**config.mk**
```make
export PLATFORM = sky130hd
export DESIGN_NAME = tlb_inv_ctrl
export DESIGN_NICKNAME = d
export VERILOG_FILES = /design/src/rtl/tlb_inv_pkg.sv /design/src/rtl/tlb_inv_match.sv /design/src/rtl/tlb_inv_ctrl.sv
export SDC_FILE = /design/constraint.sdc
export NUM_CORES = 1
export LEC_CHECK = 0
export ABC_AREA = 1
export BUFFER_PORTS_ARGS = -buffer_cell sky130_fd_sc_hd__buf_4
export CORE_MARGIN = 2
export CORE_UTILIZATION = 48
export CTS_BUF_LIST = sky130_fd_sc_hd__clkbuf_4 sky130_fd_sc_hd__clkbuf_8
export CTS_CLUSTER_SIZE = 8
export DETAILED_ROUTE_END_ITERATION = 6
export GPL_ROUTABILITY_DRIVEN = 1
export GPL_TIMING_DRIVEN = 0
export PLACE_DENSITY = 0.83
export SLEW_MARGIN = 20
export SYNTH_ARGS = -nofsm -noshare
export SYNTH_HDL_FRONTEND = slang
export SYNTH_SLANG_ARGS = --single-unit
```
**constraint.sdc**
```tcl
create_clock -name clk -period 1.65 [get_ports clk]
set_input_delay 0.33 -clock clk [delete_from_list [all_inputs] [get_ports clk]]
set_output_delay 0.33 -clock clk [all_outputs]
set_load 0.1 [all_outputs]
```
**src/rtl/tlb_inv_pkg.sv**
```systemverilog
// tlb_inv_pkg: INVTLB op encodings, page sizes and sequencer states
package tlb_inv_pkg;
  localparam logic [4:0] INV_ALL0       = 5'd0;
  localparam logic [4:0] INV_ALL1       = 5'd1;
  localparam logic [4:0] INV_G1         = 5'd2;
  localparam logic [4:0] INV_G0         = 5'd3;
  localparam logic [4:0] INV_G0_ASID    = 5'd4;
  localparam logic [4:0] INV_G0_ASID_VA = 5'd5;
  localparam logic [4:0] INV_GA_VA      = 5'd6;
  localparam logic [5:0] PS_4K = 6'd12;
  localparam logic [5:0] PS_4M = 6'd21;
  typedef enum logic [1:0] {IDLE, WALK, DONE} state_t;
endpackage

```
**src/rtl/tlb_inv_match.sv**
```systemverilog
// tlb_inv_match: combinational INVTLB match rule for one TLB entry
module tlb_inv_match
  import tlb_inv_pkg::*;
(
  input  logic [4:0]  op,
  input  logic [9:0]  asid,
  input  logic [18:0] va_vpn,
  input  logic        e,
  input  logic [18:0] vppn,
  input  logic [5:0]  ps,
  input  logic        g,
  input  logic [9:0]  e_asid,
  output logic        match
);
  logic am, vm, rule;
  always_comb begin
    am = e_asid == asid;
    // 4M pages compare only the top 10 VPPN bits; va bit 12 is never part of va_vpn
    vm = ps == PS_4M ? vppn[18:9] == va_vpn[18:9] : vppn == va_vpn;
    rule = (op == INV_ALL0 || op == INV_ALL1) ? 1'b1 :
           op == INV_G1         ? g :
           op == INV_G0         ? !g :
           op == INV_G0_ASID    ? !g && am :
           op == INV_G0_ASID_VA ? !g && am && vm :
           op == INV_GA_VA      ? (g || am) && vm : 1'b0;
    match = e && rule;
  end
endmodule

```
**src/rtl/tlb_inv_ctrl.sv**
```systemverilog
// tlb_inv_ctrl: INVTLB sequencer; walks every TLB entry and clears the E bit of matches
module tlb_inv_ctrl
  import tlb_inv_pkg::*;
#(
  parameter int TLBNUM = 16,
  parameter int IDXW   = 4
) (
  input  logic            clk,
  input  logic            reset,
  input  logic            inv_valid,
  input  logic [4:0]      inv_op,
  input  logic [9:0]      inv_asid,
  input  logic [31:0]     inv_va,
  output logic            inv_ready,
  output logic            busy,
  output logic            inv_done,
  output logic            inv_ine,
  output logic [IDXW-1:0] r_index,
  input  logic            r_e,
  input  logic [18:0]     r_vppn,
  input  logic [5:0]      r_ps,
  input  logic            r_g,
  input  logic [9:0]      r_asid,
  output logic            clr_we,
  output logic [IDXW-1:0] clr_index
);
  state_t state_q, state_d;
  logic [IDXW-1:0] idx_q, idx_d;
  logic [4:0] op_q, op_d;
  logic [9:0] asid_q, asid_d;
  logic [18:0] vpn_q, vpn_d;
  logic ine_q, ine_d;
  logic accept, match;
  logic unused_va;
  assign unused_va = ^inv_va[12:0];
  tlb_inv_match u_match (
    .op(op_q), .asid(asid_q), .va_vpn(vpn_q),
    .e(r_e), .vppn(r_vppn), .ps(r_ps), .g(r_g), .e_asid(r_asid),
    .match(match)
  );
  always_comb begin
    accept = state_q == IDLE && inv_valid && inv_op <= INV_GA_VA;
    ine_d = state_q == IDLE && inv_valid && inv_op > INV_GA_VA;
    state_d = accept ? WALK :
              (state_q == WALK && idx_q == IDXW'(TLBNUM - 1)) ? DONE :
              state_q == DONE ? IDLE : state_q;
    idx_d = state_q == WALK ? idx_q + 1'b1 : '0;
    op_d = accept ? inv_op : op_q;
    asid_d = accept ? inv_asid : asid_q;
    vpn_d = accept ? inv_va[31:13] : vpn_q;
  end
  always_ff @(posedge clk) begin
    if (reset) begin
      state_q <= IDLE;
      idx_q <= '0;
      op_q <= '0;
      asid_q <= '0;
      vpn_q <= '0;
      ine_q <= 1'b0;
    end else begin
      state_q <= state_d;
      idx_q <= idx_d;
      op_q <= op_d;
      asid_q <= asid_d;
      vpn_q <= vpn_d;
      ine_q <= ine_d;
    end
  end
  assign inv_ready = state_q == IDLE;
  assign busy = state_q != IDLE;
  assign inv_done = state_q == DONE;
  assign inv_ine = ine_q;
  assign r_index = idx_q;
  assign clr_index = idx_q;
  assign clr_we = state_q == WALK && match;
endmodule

```
# Yosys cells after proc, flatten, opt, wreduce, memory -nomap -nowiden
# Index checks and enable logic that the tools add are counted.
# op_classes
eq_ne,13
muxes,10
div,0
n_reduce_logical,19
add_sub_neg,1
n_mul,0
bitwise,1
magnitude_cmp,2
shifts,0
# ops
op,count
$eq A10 B10 Y1,2
$eq A19 B19 Y1,1
$eq A5 B3 Y1 const B,3
$eq A5 B2 Y1 const B,2
$logic_and A1 B1 Y1,9
$mux W1,8
$eq A6 B5 Y1 const B,1
$eq A5 B1 Y1 const B,1
$gt A5 B3 Y1 const B,1
$le A5 B3 Y1 const B,1
$logic_not A5 Y1,1
$add A4 B1 Y4 const B,1
$eq A4 B4 Y1 const B,1
$mux W2,2
$reduce_bool A2 Y1,2
$reduce_or A2 Y1,2
$reduce_bool A3 Y1,1
$eq A2 B1 Y1 const B,1
$eq A2 B2 Y1 const B,1
$logic_not A2 Y1,1
$logic_or A1 B1 Y1,2
$logic_not A1 Y1,1
$not A1 Y1,1
# word_totals
mem_count,0
ramBits,0
mem_bits_ro,0
input_bits,87
elab_cells,53
ff_bits,41
output_inout_bits,13
latch_bits,0

# Logic depth before layout (Yosys ltp)
# depth
word_depth,11
depth_mapped,13
depth_no_buf,13

# Cells and area by module
# Synthesis repeated with hierarchy kept, for this count alone.
# hier_totals
hier_cells,374
hier_area_um2,2327.2
# modules_own_cells
module,instances,area_each_um2,cells_per_inst,seq_area_each_um2
tlb_inv_ctrl,1,1711.6,250,820.8
tlb_inv_match,1,615.6,124,0.0

# Worst setup path after synthesis
# OpenSTA, ideal clock, no wires.
# synth_path
path_type,flip-flop to output port
start,reg state_q[1]
end,out inv_done
required_ns,1.320
path_slack_ns,-0.376
t_arrival_ns,1.696
path_stages_with_launch,3
path_buffers,0
cell_sequence,dfxtp_1 inv_1 nor2_1
# synth_via
elab_chain_cells,1
# synth_rtl
item,line_no,text
start: declaration,tlb_inv_ctrl.sv:27,"state_t state_q, state_d;"
start signal: assignment,tlb_inv_ctrl.sv:61,state_q <= state_d;
$eq A2 B2 Y1,tlb_inv_ctrl.sv:71,assign inv_done = state_q == DONE;
end: declaration,tlb_inv_ctrl.sv:16,"output logic inv_done,"
# Every way passes these cells.

# Worst setup path in the final report
# layout_path
start,reg asid_q[5]
end,out clr_we
# layout_via
elab_chain_cells,11
word_cells_on_any_way,13
cone_classes,1 x eq/ne; 6 x mux; 6 x reduce/logical
# layout_rtl
item,line_no,text
start: declaration,tlb_inv_ctrl.sv:30,"logic [9:0] asid_q, asid_d;"
start signal: assignment,tlb_inv_ctrl.sv:64,asid_q <= asid_d;
$eq A10 B10 Y1 *,tlb_inv_match.sv:17,am = e_asid == asid;
$logic_or A1 B1 Y1,tlb_inv_match.sv:25,op == INV_GA_VA ? (g || am) && vm : 1'b0;
$logic_and A1 B1 Y1,tlb_inv_match.sv:25,
$mux W1,tlb_inv_match.sv:25,
$mux W1,tlb_inv_match.sv:24,op == INV_G0_ASID_VA ? !g && am && vm :
$mux W1 *,tlb_inv_match.sv:23,op == INV_G0_ASID ? !g && am :
$mux W1 *,tlb_inv_match.sv:22,op == INV_G0 ? !g :
$mux W1 *,tlb_inv_match.sv:21,op == INV_G1 ? g :
$mux W1 *,tlb_inv_match.sv:20,rule = (op == INV_ALL0 || op == INV_ALL1) ? 1'b1 :
$logic_and A1 B1 Y1 *,tlb_inv_match.sv:26,match = e && rule;
$logic_and A1 B1 Y1 *,tlb_inv_ctrl.sv:75,assign clr_we = state_q == WALK && match;
end: declaration,tlb_inv_ctrl.sv:24,"output logic clr_we,"
# Mark *: on every way between the ends. The rest lies on a longest branch, timed or not.

==> impl_metrics.yaml <==
critical_path:
  cp.buffers_inverters: 3
  path_max_fanout: 2
  cp_slowest_cell: "dfxtp_2"
  crit_chain: "inv_2 > nand2_1 > nand2_1 > nor2_2 > nand3_2 > nor2_4 > nor2_1 > nor2_1 > nand2_1 > nand3_1 > nand2_2 > clkinvlp_4 > buf_12"
  critPathLaunchType: "flip-flop"
  crit_path_frequent_cell: "nand2_1"
  reg2regPathDepth: 7
  cp-end-kind: "primary output"
  max_stage_delay_ns: 0.34
  crit_type: "flip-flop to primary output"
  critical_path.top_delay_family: "simple AND/OR/NAND/NOR gates"
  crit_cells: 13
  critPathRequiredTime_ns: 1.32
  arrival_ns: 1.71
synth:
  synthTopCellsByArea: "dfxtp_1, nor2_1, nand2_1, o21ai_0, inv_1"
  synth_top_family_by_area: "simple AND/OR/NAND/NOR gates"
  syn_avg_cell_area_um2: 6.84
  syn_area_mm2: 0.00207
  yosysMostFrequentCell: "nor2_1"
  synth_cells: 303
  synthMuxAreaShare_pct: 0
  synth_compound_area_share_pct: 14.4
  yosysTopAreaCellShare_pct: 39.6
  yosysWarnings: 0
  yosys_most_used_dff: "dfxtp_1"
  synth_top_area_cell: "dfxtp_1"
  synthArstFlopShare_pct: 0
  synth_edf_count: 0
  yosys.area_share.simple_pct: 27.9
  synth-seq-area-share_pct: 39.6
  synth_top_cells_by_count: "nor2_1, nand2_1, dfxtp_1"
  synth_cell_type_count: 27
  synth_fa_ha_area_share_pct: 0.604
  synth-xor-area-share_pct: 5.91
  syn-num-nets: 391
  synth.ff_latch_count: 41
layout:
  diodes: 0
  num-fill-cells: 350
  drive_gt1_share_pct: 37.2
  finalInstanceArea_mm2: 0.00297
  nNetsFinal: 485
  syn_to_final_growth_pct: 43.3
  post-route-util_pct: 72.7
die:
  die_area_mm2: 0.00486
  start_util_pct: 50.7
  io_pins: 100
  coreArea_mm2: 0.00409
  die_x_um: 69.7
  die_h_um: 69.7
  num_rows: 23
clocking:
  cts_buffer_depth: 2
  cts_sinks: 41
  path_clk_slew_ns: 0.08
  clock_latency_ns: 0.29
  root_buffer: "clkbuf_8"
  cts_buffers: 5
  cts_tree: "done"
  htree_levels: 2
grt:
  grt_pass1_vias: 2114
  overflow: 0
  grt_max_degree: 13
  track_usage_pct: 23.2
  grt_antenna_before_repair: 0
  grt_pass1_wl_um: 9110
sta:
  finClkSkew_ns: 0.00633
  rsz0062_at_grt: "yes"
  min_period_over_period_pct: 124
  hold_viol: 0
  setup_violations: 1
  max_freq_mhz: 491
  slew_headroom_pct: 70.9
  slew_violations: 0
  tightest_slew_ns: 0.436
  fin_crit_ns: 2.04
  fin_ws_ns: -0.388
placement:
  gp_congestion: 0.822
  port_buffers: 86
  hpwlAfterDp_um: 4090
  dpl_cell_area_mm2: 0.00280
min_path:
  hold_path_class: "input pin to flip-flop"
  whs_path_depth: 2
pwr:
  internal-power_uw: 1630
  combPwrFrac_pct: 19.7
  power_switching_uw: 585
  powerDensity_mw_per_mm2: 745
  totalPowerFinal_uw: 2210
  p_leak_uw: 0.00147
  pwr-share-clk_pct: 32.1
  peakVddDrop_mv: 0.508
  swShare_pct: 26.4
  p_seq_share_pct: 48.2
run:
  max_cap_violations: 0
route:
  drt_iter0_drc: 119
  wl_per_cell_um: 11.8
  drt-pass1-iter-count: 4
  route.detailed.drc: 0
  via_count: 2163
  wirelength_um: 5300
  via_per_inst: 4.83
  drtAntennaViolNets: 0
run_status:
  outcome: "finished, violations left"
  violations: "setup timing"
## cell type report
type / count / area (um^2) / area share (%)
inverters: 38 / 154 / 5.18
flip-flops and latches: 41 / 837 / 28.2
clock inverters: 1 / 5.00 / 0.168
multi-input cells: 211 / 1050 / 35.5
clock buffers: 7 / 96.3 / 3.24
well taps: 50 / 62.6 / 2.11
repair buffers: 87 / 666 / 22.4
plain buffers: 13 / 95.1 / 3.20
## metrics by stage
step | setup TNS (ns) | setup WS, ns | hold WS (ns) | cells
global placement | -0.328 | -0.328 | 0.439 | 439
global route | -0.518 | -0.518 | 0.220 | 448
CTS | -0.366 | -0.366 | 0.216 | 448
floorplan | -0.269 | -0.177 | 0.392 | 303
detailed placement | -0.337 | -0.337 | 0.444 | 439
finish | -0.388 | -0.388 | 0.227 | 448
## power by group through the flow
stage | Combinational [uW] | Sequential, uW | Clock (uW)
3_3_place_gp | 409 | 1080 | 0
4_1_cts | 427 | 1060 | 730
2_1_floorplan | 211 | 1090 | 0
6_report | 437 | 1070 | 709
3_5_place_dp | 418 | 1080 | 0
5_1_grt | 485 | 1070 | 782
## placed cells by master (no fill, tap or decap), types with 2 or more instances in the layout
| cell type | instances |
|---|---|
| buf_4 | 92 |
| nand3_1 | 5 |
| inv_2 | 6 |
| dfxtp_1 | 28 |
| nor2_4 | 2 |
| buf_6 | 3 |
| nand2_2 | 4 |
| nor2_2 | 6 |
| dfxtp_2 | 13 |
| o21ai_1 | 9 |
| o21ai_2 | 2 |
| clkbuf_8 | 7 |
| nor2_1 | 67 |
| nand4_1 | 2 |
| a21oi_1 | 10 |
| xor2_1 | 7 |
| xnor2_1 | 7 |
| o21ai_0 | 29 |
| a21oi_2 | 3 |
| clkbuf_1 | 2 |
| nand3_2 | 2 |
| nand2_1 | 49 |
| inv_1 | 29 |
## metal layers
layer	global-route usage [%]	part of all wire, %	vias to the layer above
li1	-	-	1124
met1	27.3	41	955
met2	40.4	50	71
met3	6.54	6.8	13
met4	7.91	1.9	0
met5	0	0	-
## cell families (layout without fill, tap and decap cells)
group           after synthesis  count (layout)
simple gates                141             141
compound gates               55              55
buf+inv                      51             146
flops                        41              41
xor+xnor                     14              14
fa+ha+maj                     1               1
## sequential cells by signal (all words and copies together), names as in the netlist
register,flops
vpn_q,19
asid_q,10
op_q,5
clr_index,4
state_q,2
inv_ine,1
## timing repair
action | in CTS | in global routing
pin swaps | 11 | 12
endpoints found under the setup margin | 1 | 1
gates resized for setup | 11 | 20
buffers inserted | 1 | 0
hold buffers | 0 | 0
## worst reg2reg max path: stages, from the launching register on
cell	delay [ns]
dfxtp_1	0.37
nor2_4	0.18
nand2_4	0.09
nor2_8	0.15
inv_4	0.08
buf_2	0.19
nor2_1	0.10
nor2_1	0.06
## final timing paths
| check | from | endpoint | slack, ns |
|---|---|---|---|
| worst max register to register | state_q[0] | asid_q[2] | 0.32 |
| worst min register to register | asid_q[7] | asid_q[7] | 0.45 |
| worst max-delay path | asid_q[5] | clr_we | -0.39 |
| worst min-delay path | reset | state_q[0] | 0.23 |
No activity file was read; power rests on OpenSTA's default activity.
